==> src/rtl/seq_alu.sv <==
// seq_alu: multi-cycle ALU with strobe-gated FSM (IDLE/EXEC/MUL/DONE).
// Define SEQ_ALU_MUL_EN to include the shift-add multiplier; otherwise OP=1001 is illegal.
module seq_alu #(
  parameter int WIDTH    = 16,
  parameter int NUM_REGS = 4
) (
  input  logic                          CLK,
  input  logic                          ARST_L,
  input  logic                          SLOW_CLOCK_STRB,
  input  logic                          START,
  input  logic [3:0]                    OP,
  input  logic [$clog2(NUM_REGS)-1:0]   SEL_A,
  input  logic [$clog2(NUM_REGS)-1:0]   SEL_B,
  input  logic [NUM_REGS*WIDTH-1:0]     REGS_IN,
  output logic [WIDTH-1:0]              OUT,
  output logic                          BUSY,
  output logic                          DONE,
  output logic [3:0]                    CONDITION_REG
);

  localparam int SELW = $clog2(NUM_REGS);

  localparam logic [1:0] ST_IDLE = 2'd0;
  localparam logic [1:0] ST_EXEC = 2'd1;
  localparam logic [1:0] ST_DONE = 2'd3;

  localparam logic [3:0] OP_ADD = 4'b0100;
  localparam logic [3:0] OP_SUB = 4'b0101;
  localparam logic [3:0] OP_LSL = 4'b0110;
  localparam logic [3:0] OP_LSR = 4'b0111;
  localparam logic [3:0] OP_ASR = 4'b1000;
  localparam logic [3:0] OP_AND = 4'b1010;
  localparam logic [3:0] OP_OR  = 4'b1011;
  localparam logic [3:0] OP_XOR = 4'b1100;

  localparam logic [WIDTH-1:0] WIDTH_VAL = WIDTH'(WIDTH);

`ifdef SEQ_ALU_MUL_EN
  localparam logic [1:0] ST_MUL = 2'd2;
  localparam logic [3:0] OP_MUL = 4'b1001;
  localparam int         CW     = $clog2(WIDTH) + 1;
`endif

  logic [1:0]        state_reg;
  logic [1:0]        state_next;
  logic [WIDTH-1:0]  a_reg;
  logic [WIDTH-1:0]  b_reg;
  logic [3:0]        op_reg;
  logic [WIDTH-1:0]  out_reg;
  logic [3:0]        flags_reg;

  logic [WIDTH-1:0]  regs_arr [NUM_REGS];
  logic [WIDTH-1:0]  a_sel;
  logic [WIDTH-1:0]  b_sel;

  logic [WIDTH-1:0]    alu_out;
  logic                alu_c;
  logic                alu_v;
  logic [3:0]          alu_flags;
  logic [WIDTH:0]      sum_wide;
  logic [WIDTH:0]      diff_wide;
  logic [2*WIDTH-1:0]  shl_wide;
  logic                shamt_big;

  genvar gi;
  generate
    for (gi = 0; gi < NUM_REGS; gi++) begin : g_regs
      assign regs_arr[gi] = REGS_IN[gi*WIDTH +: WIDTH];
    end
  endgenerate

  assign a_sel = regs_arr[SEL_A];
  assign b_sel = regs_arr[SEL_B];

`ifdef SEQ_ALU_MUL_EN
  logic [2*WIDTH-1:0] mcand_reg;
  logic [WIDTH-1:0]   mplier_reg;
  logic [2*WIDTH-1:0] acc_reg;
  logic [CW-1:0]      cnt_reg;
  logic [2*WIDTH-1:0] mul_addend;
  logic [2*WIDTH-1:0] mul_prod;
  logic               mul_last;
  logic [3:0]         mul_flags;

  assign mul_addend = mplier_reg[0] ? mcand_reg : '0;
  assign mul_prod   = acc_reg + mul_addend;
  assign mul_last   = (cnt_reg == CW'(WIDTH - 1));
  // V: anything at or above bit WIDTH-1 means the product exceeds the positive signed range
  assign mul_flags  = {mul_prod[WIDTH-1],
                       (mul_prod[WIDTH-1:0] == '0),
                       |mul_prod[2*WIDTH-1:WIDTH],
                       |mul_prod[2*WIDTH-1:WIDTH-1]};
`endif

  // Single-cycle datapath; evaluated from the latched operands while in EXEC
  always_comb begin
    alu_out   = '0;
    alu_c     = 1'b0;
    alu_v     = 1'b0;
    sum_wide  = {1'b0, a_reg} + {1'b0, b_reg};
    diff_wide = {1'b0, a_reg} - {1'b0, b_reg};
    shl_wide  = {{WIDTH{1'b0}}, a_reg} << b_reg;
    shamt_big = (b_reg >= WIDTH_VAL);
    case (op_reg)
      OP_ADD: begin
        alu_out = sum_wide[WIDTH-1:0];
        alu_c   = sum_wide[WIDTH];
        alu_v   = (a_reg[WIDTH-1] == b_reg[WIDTH-1]) && (alu_out[WIDTH-1] != a_reg[WIDTH-1]);
      end
      OP_SUB: begin
        alu_out = diff_wide[WIDTH-1:0];
        alu_c   = diff_wide[WIDTH];
        alu_v   = (a_reg[WIDTH-1] != b_reg[WIDTH-1]) && (alu_out[WIDTH-1] != a_reg[WIDTH-1]);
      end
      OP_LSL: begin
        alu_out = shamt_big ? '0 : shl_wide[WIDTH-1:0];
        alu_c   = shamt_big ? |a_reg : |shl_wide[2*WIDTH-1:WIDTH];
      end
      OP_LSR: alu_out = shamt_big ? '0 : (a_reg >> b_reg);
      OP_ASR: alu_out = shamt_big ? {WIDTH{a_reg[WIDTH-1]}} : WIDTH'($signed(a_reg) >>> b_reg);
      OP_AND: alu_out = a_reg & b_reg;
      OP_OR:  alu_out = a_reg | b_reg;
      OP_XOR: alu_out = a_reg ^ b_reg;
      default: begin
        alu_out = '0;
      end
    endcase
    // Illegal opcodes leave out/c/v at zero, which yields NZCV=0100 here
    alu_flags = {alu_out[WIDTH-1], (alu_out == '0), alu_c, alu_v};
  end

  always_comb begin
    state_next = state_reg;
    case (state_reg)
      ST_IDLE: begin
        if (START) begin
`ifdef SEQ_ALU_MUL_EN
          state_next = (OP == OP_MUL) ? ST_MUL : ST_EXEC;
`else
          state_next = ST_EXEC;
`endif
        end
      end
      ST_EXEC: state_next = ST_DONE;
`ifdef SEQ_ALU_MUL_EN
      ST_MUL:  state_next = mul_last ? ST_DONE : ST_MUL;
`endif
      ST_DONE: state_next = ST_IDLE;
      default: state_next = ST_IDLE;
    endcase
  end

  always_ff @(posedge CLK) begin
    if (!ARST_L) begin
      state_reg <= ST_IDLE;
      a_reg     <= '0;
      b_reg     <= '0;
      op_reg    <= '0;
      out_reg   <= '0;
      flags_reg <= '0;
`ifdef SEQ_ALU_MUL_EN
      mcand_reg  <= '0;
      mplier_reg <= '0;
      acc_reg    <= '0;
      cnt_reg    <= '0;
`endif
    end else if (SLOW_CLOCK_STRB) begin
      state_reg <= state_next;
      case (state_reg)
        ST_IDLE: begin
          if (START) begin
            a_reg  <= a_sel;
            b_reg  <= b_sel;
            op_reg <= OP;
`ifdef SEQ_ALU_MUL_EN
            mcand_reg  <= {{WIDTH{1'b0}}, a_sel};
            mplier_reg <= b_sel;
            acc_reg    <= '0;
            cnt_reg    <= '0;
`endif
          end
        end
        ST_EXEC: begin
          out_reg   <= alu_out;
          flags_reg <= alu_flags;
        end
`ifdef SEQ_ALU_MUL_EN
        ST_MUL: begin
          acc_reg    <= mul_prod;
          mcand_reg  <= mcand_reg << 1;
          mplier_reg <= mplier_reg >> 1;
          cnt_reg    <= cnt_reg + 1'b1;
          if (mul_last) begin
            out_reg   <= mul_prod[WIDTH-1:0];
            flags_reg <= mul_flags;
          end
        end
`endif
        default: begin
        end
      endcase
    end
  end

  assign OUT           = out_reg;
  assign CONDITION_REG = flags_reg;
  assign BUSY          = (state_reg != ST_IDLE);
  assign DONE          = (state_reg == ST_DONE);

endmodule
==> config.mk <==
export PLATFORM = sky130hd
export DESIGN_NAME = seq_alu
export DESIGN_NICKNAME = d
export VERILOG_FILES = /design/src/rtl/seq_alu.sv
export SDC_FILE = /design/constraint.sdc
export NUM_CORES = 1
export LEC_CHECK = 0
export ABC_AREA = 1
export BUFFER_PORTS_ARGS = -buffer_cell sky130_fd_sc_hd__buf_2
export CELL_PAD_IN_SITES_DETAIL_PLACEMENT = 0
export CELL_PAD_IN_SITES_GLOBAL_PLACEMENT = 1
export CORE_MARGIN = 2
export CORE_UTILIZATION = 44
export CTS_CLUSTER_DIAMETER = 80
export DETAILED_ROUTE_END_ITERATION = 10
export GPL_ROUTABILITY_DRIVEN = 0
export PLACE_DENSITY = 0.91
export SLEW_MARGIN = 30
export SYNTH_ARGS = -nofsm -noshare
export SYNTH_HDL_FRONTEND = slang
export SYNTH_SLANG_ARGS = --single-unit
==> constraint.sdc <==
create_clock -name CLK -period 8.1 [get_ports CLK]
set_clock_uncertainty 0.15 [all_clocks]
set_input_delay 0.405 -clock CLK [delete_from_list [all_inputs] [get_ports CLK]]
set_output_delay 0.405 -clock CLK [all_outputs]
set_load 0.02 [all_outputs]
==> flow_metrics.tcl, run 1 <==
set metrics [dict create \
    antenna_found_initial 0 \
    drive_gt1_share_pct 9.50 \
    finalInstanceArea_um2 9020 \
    hpwl_mm 23.8 \
    nNetsFinal 1691 \
    cts_resized 0 \
    start_kind "register" \
    ys_ff_latch 57 \
    io_pins 98 \
    clockPowerShare_pct 27.8 \
    antennaDiodeCount 0 \
    p_int_uw 686 \
    wl_per_cell_um 17.2 \
    synth_flop_cell "dfxtp_1" \
    grt_max_degree 72 \
    place.port_buffers 97 \
    clockBufferDepth 2 \
    start_util_pct 44.5 \
    drtIter0Drc 1356 \
    fin_crit_sh_pct 45.2 \
    clock_latency_ns 0.34 \
    drcViolationCount 0 \
    path_class "register to register" \
    pre_cts_ws_ns 4.64 \
    hp-class "primary input to register" \
    synth_top_family_by_area "simple AND/OR/NAND/NOR gates" \
    crit_required_ns 8.22 \
    synth-simple-area-share_pct 40.5 \
    row_count 50 \
    synth_edf_count 0 \
    period_needed_ns 3.66 \
    grt_pass1_wl_mm 49.9 \
    grt_setup_unrepaired "false" \
    cts_max_level 3 \
    synth_fp_nets 1660 \
    power_frac_comb_pct 45.4 \
    power.density_nw_per_um2 139 \
    p_leak_nw 4.67 \
    drv_cap 0 \
    wl_mm 31.1 \
    multiInputGateArea_um2 6100 \
    vias_per_cell 5.87 \
    critPathArrivalTime_ns 3.78 \
    p_sw_uw 565 \
    synthXorXnorAreaFrac_pct 0.317 \
    drtPass1Iterations 7 \
    ys_seq_area_share_pct 13.8 \
    dieArea_um2 19900 \
    cts_tree "done" \
    die_w_um 141 \
    dr_total_vias 10600 \
    post_cts_buffers 0 \
    maxSlewHeadroom_pct 42.3 \
    cp-end-kind "register" \
    postRouteAntennaNets 0 \
    hold_buffers 0 \
    synth_area_leader_cell "nand2_1" \
    yosysUniqueCellTypes 48 \
    final_cell_mix "405 x nand2_1, 188 x o21ai_0, 160 x inv_1" \
    final_common_cell "nand2_1" \
    async_flop_share_pct 0 \
    synth_compound_area_share_pct 25.1 \
    grtUsageTotal_pct 31.4 \
    tightest_slew_ns 0.862 \
    synth.top_cells.by_area "nand2_1 18%, dfxtp_1 14%, o21ai_0 11%, nand3_1 8.5%, a21oi_1 8.3%" \
    yosysTopAreaCellShare_pct 18.4 \
    fill_cells 2040 \
    areaGrowthSynthToFinish_pct 8.99 \
    yosys-mux-area-fraction_pct 0 \
    coreArea_um2 18600 \
    syn-instance-count 1534 \
    status "completed" \
    ir_drop_mv 0.149 \
    netSwitchingFraction_pct 45.1 \
    cts_made_buffers 9 \
    cts.sinks 57 \
    post_synth.cell_area_avg_um2 5.40 \
    seqPwrFrac_pct 26.7 \
    synthAdderAreaFrac_pct 7.74 \
    dpl_cell_area_um2 8750 \
    setup_viol 0 \
    synth_area_um2 8280 \
    grt_pass1_vias 9581 \
    finalHoldViolations 0 \
    fin_tns_setup_ns 0 \
    gr-total-overflow 0 \
    path_max_fanout 46 \
    drv_slew 0 \
    worst_slack_ns 4.44 \
    clk_pin_slew_ns 0.05 \
    die_h_um 141 \
    fmax_mhz 273 \
    regArea_um2 1140 \
    synth_warnings 0 \
    root_buffer "clkbuf_16" \
]
cells in the mapped netlist, types with 3 or more instances:
cell type	n
a21oi_1	137
a221oi_1	6
a31oi_1	6
buf_1	6
buf_2	29
clkbuf_1	49
clkinv_1	3
dfxtp_1	57
ha_1	48
inv_1	160
inv_2	9
nand2_1	405
nand2_4	3
nand3_1	140
nand4_1	56
nor2_1	149
nor3_1	10
nor3_2	3
nor4_1	3
o211ai_1	15
o21a_1	3
o21ai_0	188
o21ai_1	12
o221ai_1	3
o22ai_1	3
final cells by class:
cell class	instances	area share, %
clock buffers	11	2.80
clock inverters	3	0.194
inverters	172	7.16
multi-input cells	1217	67.7
flip-flops and latches	57	12.6
well taps	234	3.25
repair buffers	108	6.30
worst max-delay path, stage by stage (launching register included):
cell and delay (ns):
dfxtp_1 0.30, buf_4 0.40, inv_1 0.07, buf_4 0.27, ha_1 0.43, nand3_1 0.10, nand2_1 0.23, nand3_1 0.10
nand2_1 0.14, nand3_1 0.12, a21oi_1 0.25, nor2_1 0.11, nor2_1 0.15, nand4_1 0.17, nor2_1 0.17, nand2_1 0.07
nor2_1 0.10, nand4_1 0.09, a21oi_1 0.12
stage by stage:
| step | hold WS [ns] | instances | utilization, % | power (mW) |
|---|---|---|---|---|
| floorplan | 0.338 | 1534 | - | 0.737 |
| global placement | 0.314 | 1788 | 47.1 | 0.887 |
| detailed placement | 0.317 | 1788 | 47.1 | 0.889 |
| CTS | 0.145 | 1802 | 48.6 | 1.24 |
| global route | 0.174 | 1802 | 48.6 | 1.34 |
| finish | 0.145 | 1802 | 48.6 | 1.25 |
kinds of logic after synthesis:
kind of cell / after synthesis
and+or+nand+nor: 778
AOI/OAI and AO/OA: 386
buffers and inverters: 260
DFF: 57
adders and majority gates: 50
xor gates and xnor gates: 3
power groups by stage:
stage	clock network, mW	registers (mW)	logic (mW)
final	0.348	0.334	0.568
after global routing	0.368	0.336	0.635
after CTS	0.356	0.332	0.554
after detailed placement	0	0.338	0.551
after global placement	0	0.338	0.550
after floorplan	0	0.330	0.407
metal layers:
metal	routed length [µm]	GRT usage, %	part of all wire, %
met1	12400	40.1	40
met2	14000	50.1	45
met3	2980	6.18	9.6
met4	1690	16.5	5.4
met5	0	0	0
worst paths after layout:
path	slack, ns	end	cells past startpoint	from
min	0.14	op_reg[2]	3	OP[2]
max reg2reg	4.44	CONDITION_REG[2]	18	b_reg[2]
min reg2reg	0.32	CONDITION_REG[2]	2	CONDITION_REG[2]
max	4.44	CONDITION_REG[2]	18	b_reg[2]
No activity file was read; power rests on OpenSTA's default activity.
==> inputs of run 2 (changes only) <==
Settings changed: ABC_AREA 1 to 0, PLACE_DENSITY 0.91 to 0.84.
Clock period 8.1 ns to 3.69 ns, I/O delays scaled along.
==> run 2 against run 1 <==
  * Wire length fell by 6.2%
  * Clock-buffer cell count fell by 2
  * Critical endpoint unchanged
  * Combinational power rose by 90%
  * Die area fell by 4.9%
==> flow_metrics.tcl, run 2 <==
set metrics [dict create \
    hp-start "ARST_L" \
    start_util_pct 45.3 \
    grt_pass1_wl_mm 45.1 \
    cp-startpoint "b_reg[0]" \
    path_max_fanout 4 \
    die_h_um 138 \
    crit_required_ns 3.80 \
    synth_compound_area_share_pct 25.2 \
    antenna_found_initial 0 \
    final_cell_mix "119 x nand2_1, 97 x buf_2, 87 x a21oi_1" \
    start_kind "register" \
    hold_slack_ns 0.0136 \
    drv_slew 0 \
    worst_path_max_delay_cell "a2111oi_1" \
    vias_per_cell 6.72 \
    setup_viol 0 \
    grt_max_degree 55 \
    synthXorXnorAreaFrac_pct 0.892 \
    syn-instance-count 988 \
    synth.top_cells.by_area "mux4_2 15%, dfxtp_1 15%, ha_1 7.6%, nand2_1 5.7%, a21oi_1 5.6%" \
    io_pins 98 \
    reg2reg_from "b_reg[0]" \
    dieArea_um2 18900 \
    yosys-top-cells-count "119 x nand2_1, 88 x a21oi_1, 76 x nor2_1" \
    wl_mm 29.2 \
    finalHoldViolations 0 \
    tightest_slew_ns 0.867 \
    wl_per_cell_um 22.5 \
    ys_seq_area_share_pct 14.5 \
    grt_pass1_vias 7856 \
    cts_made_buffers 9 \
    clk_pin_slew_ns 0.06 \
    dr_total_vias 8706 \
    period_needed_ns 3.63 \
    path_buf_inv 1 \
    postRouteAntennaNets 0 \
    yosys-mux-area-fraction_pct 21.9 \
    synth-simple-area-share_pct 21.5 \
    nNetsFinal 1192 \
    cts.sinks 57 \
    cp-end-kind "register" \
    power.density_nw_per_um2 297 \
    async_flop_share_pct 0 \
    cp_slowest_stage_delay_ns 0.51 \
    ir_drop_mv 0.258 \
    antennaDiodeCount 0 \
    drcViolationCount 0 \
    coreArea_um2 17400 \
    synth_edf_count 0 \
    synth_area_um2 7860 \
    crit_chain "ha_1 -> fa_1 -> mux2_2 -> a22o_1 -> a211oi_1 -> nand3_1 -> a2111oi_1 -> buf_4 -> nand4_1 -> nor4_2 -> nand4_1 -> o31ai_2" \
    status "completed" \
    post_synth.cell_area_avg_um2 7.95 \
    fmax_mhz 275 \
    worst_slack_ns 0.0587 \
    synthAdderAreaFrac_pct 8.15 \
    hpwl_mm 22.3 \
    drtIter0Drc 1328 \
    p_leak_nw 3.42 \
    drtPass1Iterations 8 \
    pre_cts_ws_ns 0.122 \
    cts_tree "done" \
    die_w_um 138 \
    fin_tns_setup_ns 0 \
    hp-class "primary input to register" \
    synthMostInstantiatedCell "nand2_1" \
    clock_latency_ns 0.34 \
    final_common_cell "nand2_1" \
    synth_top_family_by_area "compound AO/OA/AOI/OAI gates" \
    areaGrowthSynthToFinish_pct 16.1 \
    synth_warnings 0 \
    gr-total-overflow 0 \
    synth_area_leader_cell "mux4_2" \
    maxSlewHeadroom_pct 42.2 \
    grtUsageTotal_pct 31.2 \
    synth_fp_nets 1114 \
    yosysUniqueCellTypes 86 \
    cts_max_level 3 \
    crit_top_cell "nand4_1" \
    stdcell_count 1296 \
    yosysTopAreaCellShare_pct 15.5 \
    drive_gt1_share_pct 25.6 \
    ys_ff_latch 57 \
    fin_util_pct 52.6 \
    drv_cap 0 \
    path_class "register to register" \
    synth_flop_cell "dfxtp_1" \
    clockBufferDepth 2 \
    fin_crit_sh_pct 98.4 \
    root_buffer "clkbuf_16" \
    dp_cells 1274 \
    row_count 48 \
    critPathArrivalTime_ns 3.74 \
    place.port_buffers 97 \
    fill_cells 1662 \
    cpLargestDelayFamily "compound AO/OA/AOI/OAI gates" \
]
-- run 2: cell types whose count changed after synthesis, sizes merged, moves of 48 or more --
cell,delta
nand4,-48
nand2,-289
inv,-119
nand3,-118
a21oi,-52
o21ai,-161
nor2,-77
mux4,+56
-- run 2: timing repair --
item,in CTS,in global routing
setup buffers,0,1
setup endpoints to repair,0,3
resized for setup,0,8
hold buffers,5,0
hold endpoints to repair,5,0
-- run 2: path summary, 6_finish.rpt --
path / to / slack (ns) / cells past startpoint
setup / recovery: CONDITION_REG[2] / 0.06 / 12
setup reg to reg: CONDITION_REG[2] / 0.06 / 12
hold reg to reg: OUT[7] / 0.33 / 2
hold / removal: OUT[15] / 0.01 / 2
-- run 2: cells by family (layout without fill, tap and decap cells) --
logic type / after synthesis / after routing
buf+inv: 146 / 229
mux: 99 / 99
xor+xnor: 8 / 8
simple gates: 335 / 335
fa+ha+maj: 50 / 50
compound gates: 293 / 293
flops: 57 / 57
-- run 2: metal layers --
metal / wire length, µm / vias up / global-route usage [%] / share of wire (%)
li1: - / 3902 / - / -
met1: 11700 / 4084 / 42.9 / 40
met2: 12700 / 626 / 46.6 / 44
met3: 3420 / 94 / 7.06 / 12
met4: 1320 / 0 / 13.5 / 4.5
met5: 0 / - / 0 / 0
-- run 2: final cells by class --
class                   count  area, µm²  area share, %
well taps                 225        282           3.09
inverters                  52        195           2.14
repair buffers            161       1020           11.2
clock buffers               9        225           2.47
multi-input cells         785       6160           67.5
clock inverters             7        103           1.12
flip-flops and latches     57       1140           12.5
-- run 2: power breakdown --
group | switching (mW) | total (mW) | internal, mW
Combinational | 0.636 | 1.08 | 0.441
Clock | 0.330 | 0.927 | 0.598
Sequential | 0.0550 | 0.704 | 0.649
-- run 2: metrics by stage --
step           total power, mW  area (µm²)
6_report                  2.71        9120
5_1_grt                   2.82        9120
4_1_cts                   2.66        9070
3_5_place_dp              1.73        8690
3_3_place_gp              1.73        8690
2_1_floorplan             1.41        7860
